<file path="src/rtl/fir_decim_buffer.sv">
// rtl/fir_decim_buffer.sv - keeps every DECIM-th FIR sample and buffers it in a FWFT FIFO
module fir_decim_buffer #(
    parameter int DATA_WIDTH = 16,
    parameter int DECIM      = 2,
    parameter int DEPTH      = 8,
    localparam int AW        = $clog2(DEPTH)
) (
    input  logic                         clk,
    input  logic                         rst_n,
    input  logic signed [DATA_WIDTH-1:0] in_sample,
    input  logic                         in_valid,
    output logic signed [DATA_WIDTH-1:0] out_data,
    output logic                         out_valid,
    input  logic                         out_ready,
    output logic [AW:0]                  level,
    output logic                         overflow,
    input  logic                         clr_ovf
);
    localparam int PW = (DECIM > 1) ? $clog2(DECIM) : 1;
    localparam logic [PW-1:0] PHASE_LAST = PW'(DECIM - 1);
    localparam logic [AW:0]   LEVEL_FULL = (AW + 1)'(DEPTH);

    logic [PW-1:0]                phase;
    logic [AW-1:0]                wr_ptr;
    logic [AW-1:0]                rd_ptr;
    logic signed [DATA_WIDTH-1:0] mem [DEPTH];

    logic keep;
    logic push;
    logic pop;
    logic full;
    logic empty;
    logic drop;

    // Everything visible downstream comes from registered state only.
    always_comb begin
        full      = (level == LEVEL_FULL);
        empty     = (level == '0);
        out_valid = !empty;
        pop       = out_valid && out_ready;
        keep      = in_valid && (phase == '0);
        push      = keep && (!full || pop);
        drop      = keep && full && !pop;
        out_data  = out_valid ? mem[rd_ptr] : '0;
    end

    always_ff @(posedge clk) begin
        if (push) begin
            mem[wr_ptr] <= in_sample;
        end
    end

    always_ff @(posedge clk) begin
        if (!rst_n) begin
            phase    <= '0;
            wr_ptr   <= '0;
            rd_ptr   <= '0;
            level    <= '0;
            overflow <= 1'b0;
        end else begin
            // Phase advances on every valid, dropped or not, to keep alignment.
            if (in_valid) begin
                phase <= (phase == PHASE_LAST) ? '0 : phase + 1'b1;
            end
            if (push) begin
                wr_ptr <= wr_ptr + 1'b1;
            end
            if (pop) begin
                rd_ptr <= rd_ptr + 1'b1;
            end
            case ({push, pop})
                2'b10:   level <= level + 1'b1;
                2'b01:   level <= level - 1'b1;
                default: level <= level;
            endcase
            if (drop) begin
                overflow <= 1'b1;
            end else if (clr_ovf) begin
                overflow <= 1'b0;
            end
        end
    end
endmodule

</file>
<file path="config.mk">
export PLATFORM = sky130hd
export DESIGN_NAME = fir_decim_buffer
export DESIGN_NICKNAME = d
export VERILOG_FILES = /design/src/rtl/fir_decim_buffer.sv
export SDC_FILE = /design/constraint.sdc
export NUM_CORES = 1
export LEC_CHECK = 0
export ABC_AREA = 1
export ABC_CLOCK_PERIOD_IN_PS = 3400
export CORE_MARGIN = 2
export CORE_UTILIZATION = 36
export DETAILED_ROUTE_END_ITERATION = 16
export GPL_TIMING_DRIVEN = 0
export HOLD_SLACK_MARGIN = 0.08
export SYNTH_ARGS = -nofsm -noshare
export SYNTH_HDL_FRONTEND = slang
export SYNTH_SLANG_ARGS = --single-unit
</file>
<file path="constraint.sdc">
create_clock -name clk -period 3.4 [get_ports clk]
set_clock_uncertainty 0.1 [all_clocks]
set_input_delay 0.68 -clock clk [delete_from_list [all_inputs] [get_ports clk]]
set_output_delay 0.68 -clock clk [all_outputs]
set_load 0.01 [all_outputs]
</file>
; ---- Yosys cells after proc, flatten, opt, wreduce, memory -nomap -nowiden
; Memory sizes are Yosys's and may differ from the RTL's. A register that Yosys moved wholly into a read port is not among the register bits.
; Index checks and enable logic that the tools add are counted.
[word_totals]
regBits = 12
mem_bits_rw = 128
input_bits = 21
out_inout_bits = 22
word_cells = 36
n_memories = 1
[mem_list]
columns = name, depth, width, read_ports, rd_clocked_by_memory_dff, write_ports, line_no
row1 = mem, 8, 16, 1, 1, 1, 26  ; logic signed [DATA_WIDTH-1:0] mem [DEPTH];
[op_classes]
addsub = 5
eq_ne = 3
n_mux = 9
bitwise = 1
n_reduce_logical = 12
[ops]
columns = operator, count
row1 = 16-bit two-way mux, 1
row2 = 4-bit one-hot mux with 2 select lines, 1
row3 = "3-bit by 1-bit adder with 3-bit output, second input constant", 2
row4 = 3-bit two-way mux, 2
row5 = 1-bit logical AND, 5
row6 = 1-bit two-way mux, 5
row7 = "4-bit by 1-bit adder with 4-bit output, second input constant", 1
row8 = "4-bit equality test, second input constant", 1
row9 = 4-bit logical NOT, 1
row10 = 2-bit nonzero test, 2
row11 = "4-bit by 1-bit subtractor with 4-bit output, second input constant", 1
row12 = 1-bit logical NOT, 3
row13 = "2-bit by 1-bit equality test with 1-bit output, second input constant", 1
row14 = "2-bit equality test, second input constant", 1
row15 = "1-bit adder, second input constant", 1
row16 = 1-bit logical OR, 1
row17 = 1-bit inverter, 1

; ---- Depth between registers and ports, before layout
; Gate-level depths: netlist of the first run.
[logic_depth]
ltp_word = 7
depth_mapped = 13
depth_no_buf = 13

; ---- Worst setup path before layout of the first run
; No wires, ideal clock.
[synth_path]
path_type = input to register
start = input in_valid
end = memory mem[7][0] (enable)
setup_ns = 0.409
arrival_ns = 2.245
t_required_ns = 2.891
slack_ns = 0.646
cell_stages = 4
n_path_buf = 0
cell_sequence = inv_1 -> nor2_1 -> nand2_2 -> nor3_1
[synth_between]
elab_chain_cells = 4
[synth_rtl]
columns = item, line_no
row1 = from (decl), 11  ; input logic in_valid,
row2 = 1-bit logical AND, 41  ; keep = in_valid && (phase == '0);
row3 = 1-bit logical AND, 42  ; push = keep && (!full || pop);
row4 = 1-bit two-way mux, 48  ; if (push) begin
row5 = 1-bit two-way mux (implied by the code), 49  ; mem[wr_ptr] <= in_sample;
row6 = to (decl), 26
; No other way between the ends.

==> results of run 1 <==
[worst register-to-register path, stage by stage (launching register included)]
cell and delay, ns:
dfxtp_1 0.37, nor2_2 0.18, nand3_2 0.24, nand2_1 0.17, inv_2 0.09, ha_1 0.23
nand2_1 0.08, inv_1 0.05, nor2_1 0.15, ha_1 0.17, a21oi_1 0.05, xnor2_1 0.14
o21ai_0 0.14, inv_1 0.05
[registers in the layout, indices dropped and copies added (netlist names), named ones only]
register  count
rd_ptr        3
level         4
wr_ptr        3
mem         128
overflow      1
phase         1
[cells in the final DEF (no fill, tap or decap), types with 5 or more instances in the layout]
cell type          n
nor2_1           138
edfxtp_1         128
o21ai_1           68
o21ai_0           52
clkdlybuf4s50_1   42
clkbuf_16         17
inv_1             15
nand2_1           15
dfxtp_1           15
buf_2             10
a21oi_1           10
buf_8              7
nor2_2             6
nand3_1            6
ha_1               5
[how the worst max path moves through the flow]
stage | end | slack (ns) | depth (start not counted) | startpoint
after floorplan | mem[7][0] | 0.65 | 4 | in_valid
after CTS | out_data[4] | 0.32 | 7 | flip-flop
after detailed placement | mem[3][14] | 0.28 | 6 | in_valid
after global placement | mem[3][14] | -0.98 | 5 | in_valid
after global routing | out_data[3] | 0.18 | 9 | flip-flop
final | out_data[3] | 0.32 | 7 | flip-flop
[logic make-up after synthesis]
group / count (synthesis) / share of synthesized area, %
XOR/XNOR: 3 / 0.452
AO/OA/AOI/OAI: 131 / 11.3
adder cells (fa/ha/maj): 5 / 1.08
flip-flops: 143 / 71.3
buffers and inverters: 41 / 4.28
AND/OR/NAND/NOR: 172 / 11.6
[cell type report]
class / count / area [um^2]
Fill cell: 1451 / 8590
Sequential cell: 143 / 4140
Multi-Input combinational cell: 311 / 1450
Timing Repair Buffer: 49 / 518
Clock buffer: 19 / 433
Tap cell: 216 / 270
Buffer: 24 / 185
Clock inverter: 13 / 170
Inverter: 17 / 63.8
[metrics by stage]
stage | setup TNS (ns) | std cells
2_1_floorplan | 0 | 495
6_report | 0 | 792
3_5_place_dp | 0 | 760
4_1_cts | 0 | 792
5_1_grt | 0 | 792
3_3_place_gp | -60.17 | 753
[layer usage]
metal,share of wire (%),global-route usage (%)
met1,45,20.0
met2,49,26.7
met3,4.3,4.51
met4,1.9,6.76
met5,0,0
[where the power goes]
group	switching [mW]	total (mW)	internal, mW
Sequential	0.0571	2.07	2.01
Combinational	1.10	1.90	0.800
Clock	0.683	1.90	1.21
Total	1.84	5.87	4.03
==> impl_metrics.csv, run 1 <==
group,metric,value,unit
logic_synthesis,synth_ff_type,"edfxtp_1",
critical_path,r2r_start,"level[0]",
critical_path,worstReg2RegEnd,"level[2]",
cts,cts-buffers-inserted,17,
cts,clockRootBuffer,"clkbuf_16",
critical_path,worst_setup_path_start_kind,"flip-flop",
placement,hpwl,9.02,mm
route,vias,3897,
logic_synthesis,yosysWarnings,0,
critical_path,path_buf_inv,3,
logic_synthesis,ys_top_cells_by_count,"142 x nor2_1, 128 x edfxtp_1, 68 x o21ai_1, 52 x o21ai_0",
critical_path,cp_top_family,"buffers and inverters",
placement,numPortBuffers,42,
placement,globalplace.congestion,0.809,
cts,post_cts_resized,0,
logic_synthesis,syn_area,5820,um^2
cts,htree_num_levels,4,
power_and_ir_drop,p_leak,2.51,nW
sta,grt_setup_unrepaired,"no",
layout,antenna-diode-count,0,
logic_synthesis,ys_ff_latch,143,
grt,grt.overflow.total,0,
critical_path,r2r_slack,1.10,ns
sta,slew_headroom,34.7,%
logic_synthesis,synth.largest_area_cell,"edfxtp_1",
sta,setup_violations,0,
floorplanning,die_x,131,um
min_path,hold_end,"phase",
critical_path,critPathMaxStageDelay,0.58,ns
grt,grt_pass1_vias,3858,
floorplanning,die_y,131,um
layout,nNetsFinal,589,
layout,post-route-util,45.7,%
critical_path,cp.arrival,2.30,ns
logic_synthesis,synth_edf_count,128,
grt,grt_pass1_wl,20.8,mm
critical_path,rr_worst_depth,13,
logic_synthesis,syn_avg_cell_area,11.7,um^2
floorplanning,num_io_pins,43,
logic_synthesis,synthTopCellsByArea,"edfxtp_1 66%, nor2_1 9.2%, o21ai_1 5.9%",
cts,cts_setup_buffers,0,
logic_synthesis,synth_top_area_share,66.1,%
layout,areaGrowthSynthToFinish,24.4,%
layout,drive_above_1_share,12.7,%
outcome,status,"finished clean",
grt,antenna_found_initial,0,
grt,grt_max_degree,17,
logic_synthesis,yosysSeqAreaShare,71.3,%
critical_path,endpoint_kind,"output port",
critical_path,worstSetupPathType,"reg -> out",
logic_synthesis,synthCells,495,
cts,clk_pin_slew,0.06,ns
floorplanning,dieArea,17200,um^2
layout,stdcell_area,7240,um^2
cts,insertion_delay,0.42,ns
sta,min_period,3.08,ns
critical_path,crit_path_max_fanout,10,
job,drv_cap,0,
min_path,holdPathStages,2,
route,first_pass_iters,5,
placement,dp_worst_setup_slack,0.280,ns
sta,clock.fmax,325,MHz
route,viasPerCell,4.92,
sta,tightest_slew,0.975,ns
logic_synthesis,yosysMostFrequentCell,"nor2_1",
sta,whs,0.373,ns
logic_synthesis,synth_nets,521,
route,drt_iter0_markers,291,
route,avgRoutedWirePerCell,16.9,um
sta,final.period_utilization,90.5,%
route,routed_wl,13.4,mm
critical_path,crit_path_frequent_cell,"nor2_1",
power_and_ir_drop,p_per_area,811,nW/um^2
sta,setup_ws,0.322,ns
floorplanning,initial_core_util,36.7,%
min_path,hp-class,"reg -> reg",
sta,slew_viol_final,0,
logic_synthesis,async_flop_share,0,%
power_and_ir_drop,peakVddDrop,426,uV
cts,clockBufferDepth,2,
cts,cts_tree,"done",
cts,cts.sinks,143,
critical_path,worst_path_max_delay_cell,"clkdlybuf4s50_1",
cts,hold_buffers,0,
route,ant_nets,0,
critical_path,critPathRequiredTime,2.62,ns
sta,hold_viol,0,
placement,place_area,6630,um^2
min_path,min_from,"phase",
power_and_ir_drop,p_total,5.87,mW
floorplanning,rows,46,
logic_synthesis,ys_types,26,
route,drc_errors,0,
floorplanning,core,15800,um^2
grt,grt_usage,16.2,%
critical_path,crit_chain,"buf_6 > buf_4 > o21ai_0 > o21ai_1 > nor2_1 > nor2_1 > clkdlybuf4s50_1",
Note: power is estimated with default switching activity, not from simulation.
==> run 2, diff against run 1 <==
SLEW_MARGIN = 30   (was not set)
==> run 2 against run 1 <==
  * Combinational power hardly changed
  * Critical path depth stayed put
  * Wire length is 1.4% lower
  * Global-route usage is 0.22 points lower
  * Critical path type unchanged
==> impl_metrics.csv, run 2 (synthesis results as in run 1) <==
group,metric,value,unit
outcome,status,"finished clean",
critical_path,crit_cells,7,
critical_path,endpoint_kind,"output port",
route,drt_iter0_markers,248,
layout,nNetsFinal,593,
route,routed_wl,13.2,mm
route,avgRoutedWirePerCell,16.6,um
grt,grt.overflow.total,0,
floorplanning,rows,46,
power_and_ir_drop,intPower,3.95,mW
power_and_ir_drop,clock_power_share,31.4,%
sta,grt_setup_unrepaired,"no",
critical_path,crit_path_max_fanout,10,
power_and_ir_drop,p_total,5.77,mW
power_and_ir_drop,p_per_area,799,nW/um^2
layout,top_regs,"mem x128, level x4",
floorplanning,num_io_pins,43,
cts,cts_tree,"done",
critical_path,worstSetupPathType,"reg -> out",
sta,tightest_slew,0.599,ns
floorplanning,initial_core_util,36.7,%
layout,largest_reg_flops,128,
route,met1Wirelength,5.88,mm
grt,antenna_found_initial,0,
route,met2_length,6.38,mm
critical_path,path_buf_inv,3,
grt,grt_pass1_vias,3742,
power_and_ir_drop,peakVddDrop,464,uV
critical_path,cp_top_family,"buffers and inverters",
layout,layout_common_cells,"138 x nor2_1, 128 x edfxtp_1, 68 x o21ai_1",
placement,placed_cells,764,
route,top_layer_used,"met4",
sta,hold_viol,0,
cts,cts-buffers-inserted,17,
critical_path,r2r_slack,1.07,ns
cts,insertion_delay,0.42,ns
critical_path,critPathMaxStageDelay,0.58,ns
critical_path,worst_setup_path_start_kind,"flip-flop",
cts,cts_setup_buffers,0,
power_and_ir_drop,p_sw,1.82,mW
layout,largest_register,"mem",
route,viasPerCell,4.88,
critical_path,endpoint,"out_data[4]",
grt,grt_usage,15.9,%
cts,post_cts_resized,0,
layout,post-route-util,45.6,%
sta,final.period_utilization,91.5,%
route,wl_met3,723,um
grt,grt_pass1_wl,20.5,mm
cts,clockBufferDepth,2,
cts,clk_pin_slew,0.06,ns
sta,setup_ws,0.289,ns
layout,instances_no_fill,795,
sta,slew_viol_final,0,
sta,slew_headroom,59.8,%
critical_path,worstReg2RegEnd,"level[2]",
cts,cts.sinks,143,
placement,globalplace.congestion,0.809,
cts,hold_buffers,0,
critical_path,rr_worst_depth,13,
sta,setup_tns,0,ns
placement,dp_worst_setup_slack,0.411,ns
route,first_pass_iters,6,
layout,areaGrowthSynthToFinish,24.1,%
power_and_ir_drop,share_seq_of_total_power,35.9,%
layout,stdcell_area,7220,um^2
placement,numPortBuffers,42,
floorplanning,core,15800,um^2
floorplanning,die_x,131,um
critical_path,crit_chain,"buf_4 > buf_2 > o21ai_0 > o21ai_1 > o21ai_1 > nor2_1 > clkdlybuf4s50_1",
critical_path,r2r_start,"level[0]",
power_and_ir_drop,combinationalPowerShare,32.7,%
critical_path,critPathRequiredTime,2.62,ns
sta,whs,0.371,ns
cts,clockRootBuffer,"clkbuf_16",
layout,antenna-diode-count,0,
placement,hpwl,8.96,mm
floorplanning,dieArea,17200,um^2
route,vias,3876,
layout,fill_cells,1456,
cts,htree_num_levels,4,
floorplanning,die_y,131,um
grt,grt_max_degree,17,
layout,final_common_cell,"nor2_1",
route,drc_errors,0,
power_and_ir_drop,p_leak,2.52,nW
critical_path,worst_path_max_delay_cell,"clkdlybuf4s50_1",
power_and_ir_drop,switching_share,31.6,%
job,drv_cap,0,
sta,setup_violations,0,
placement,place_area,6640,um^2
critical_path,cp.arrival,2.33,ns
critical_path,crit_path_frequent_cell,"o21ai_1",
sta,min_period,3.11,ns
min_path,hp-class,"reg -> reg",
layout,drive_above_1_share,13.3,%
route,ant_nets,0,
sta,clock.fmax,321,MHz
## run 2: changes by cell type in the layout (fill, tap and decap cells not counted)
cell	before	now
clkinvlp_4	2	3
buf_4	4	12
buf_6	4	3
clkbuf_1	2	1
nor2_2	6	5
bufinv_16	4	3
buf_8	7	4
nor2_4	0	1
## run 2: worst min-delay path by stage
stage | startpoint | endpoint | slack (ns) | cells after the start
final | overflow | overflow | 0.37 | 2
after global routing | overflow | overflow | 0.39 | 2
after CTS | rd_ptr[2] | rd_ptr[2] | 0.37 | 2
after detailed placement | overflow | overflow | 0.36 | 2
after global placement | rd_ptr[2] | rd_ptr[2] | 0.35 | 2
after floorplan | rd_ptr[2] | flip-flop | 0.34 | 2
## run 2: power groups by stage
stage	logic, mW	registers, mW	clock network [mW]
floorplan	1.10	2.11	0
global placement	1.87	2.11	0
detailed placement	1.90	2.11	0
CTS	1.91	2.07	1.84
global route	2.10	2.08	1.92
finish	1.89	2.07	1.81
## run 2: area by class of cell
class | count | area (um^2) | share of cell area (%)
flip-flops and latches | 143 | 4140 | 57.4
plain buffers | 24 | 185 | 2.56
repair buffers | 53 | 522 | 7.23
multi-input cells | 311 | 1460 | 20.2
clock inverters | 13 | 148 | 2.05
clock buffers | 18 | 429 | 5.94
inverters | 17 | 63.8 | 0.884
well taps | 216 | 270 | 3.74
## run 2: worst min-delay path: stages (launching register included)
cell,delay [ns]
dfxtp_1,0.31
nand2_1,0.06
a21oi_1,0.06
## run 2: routing by layer
metal	GRT usage (%)	vias up
met5	0	-
met4	5.92	0
met3	4.28	18
met2	26.1	119
met1	20.3	1847
li1	-	1892
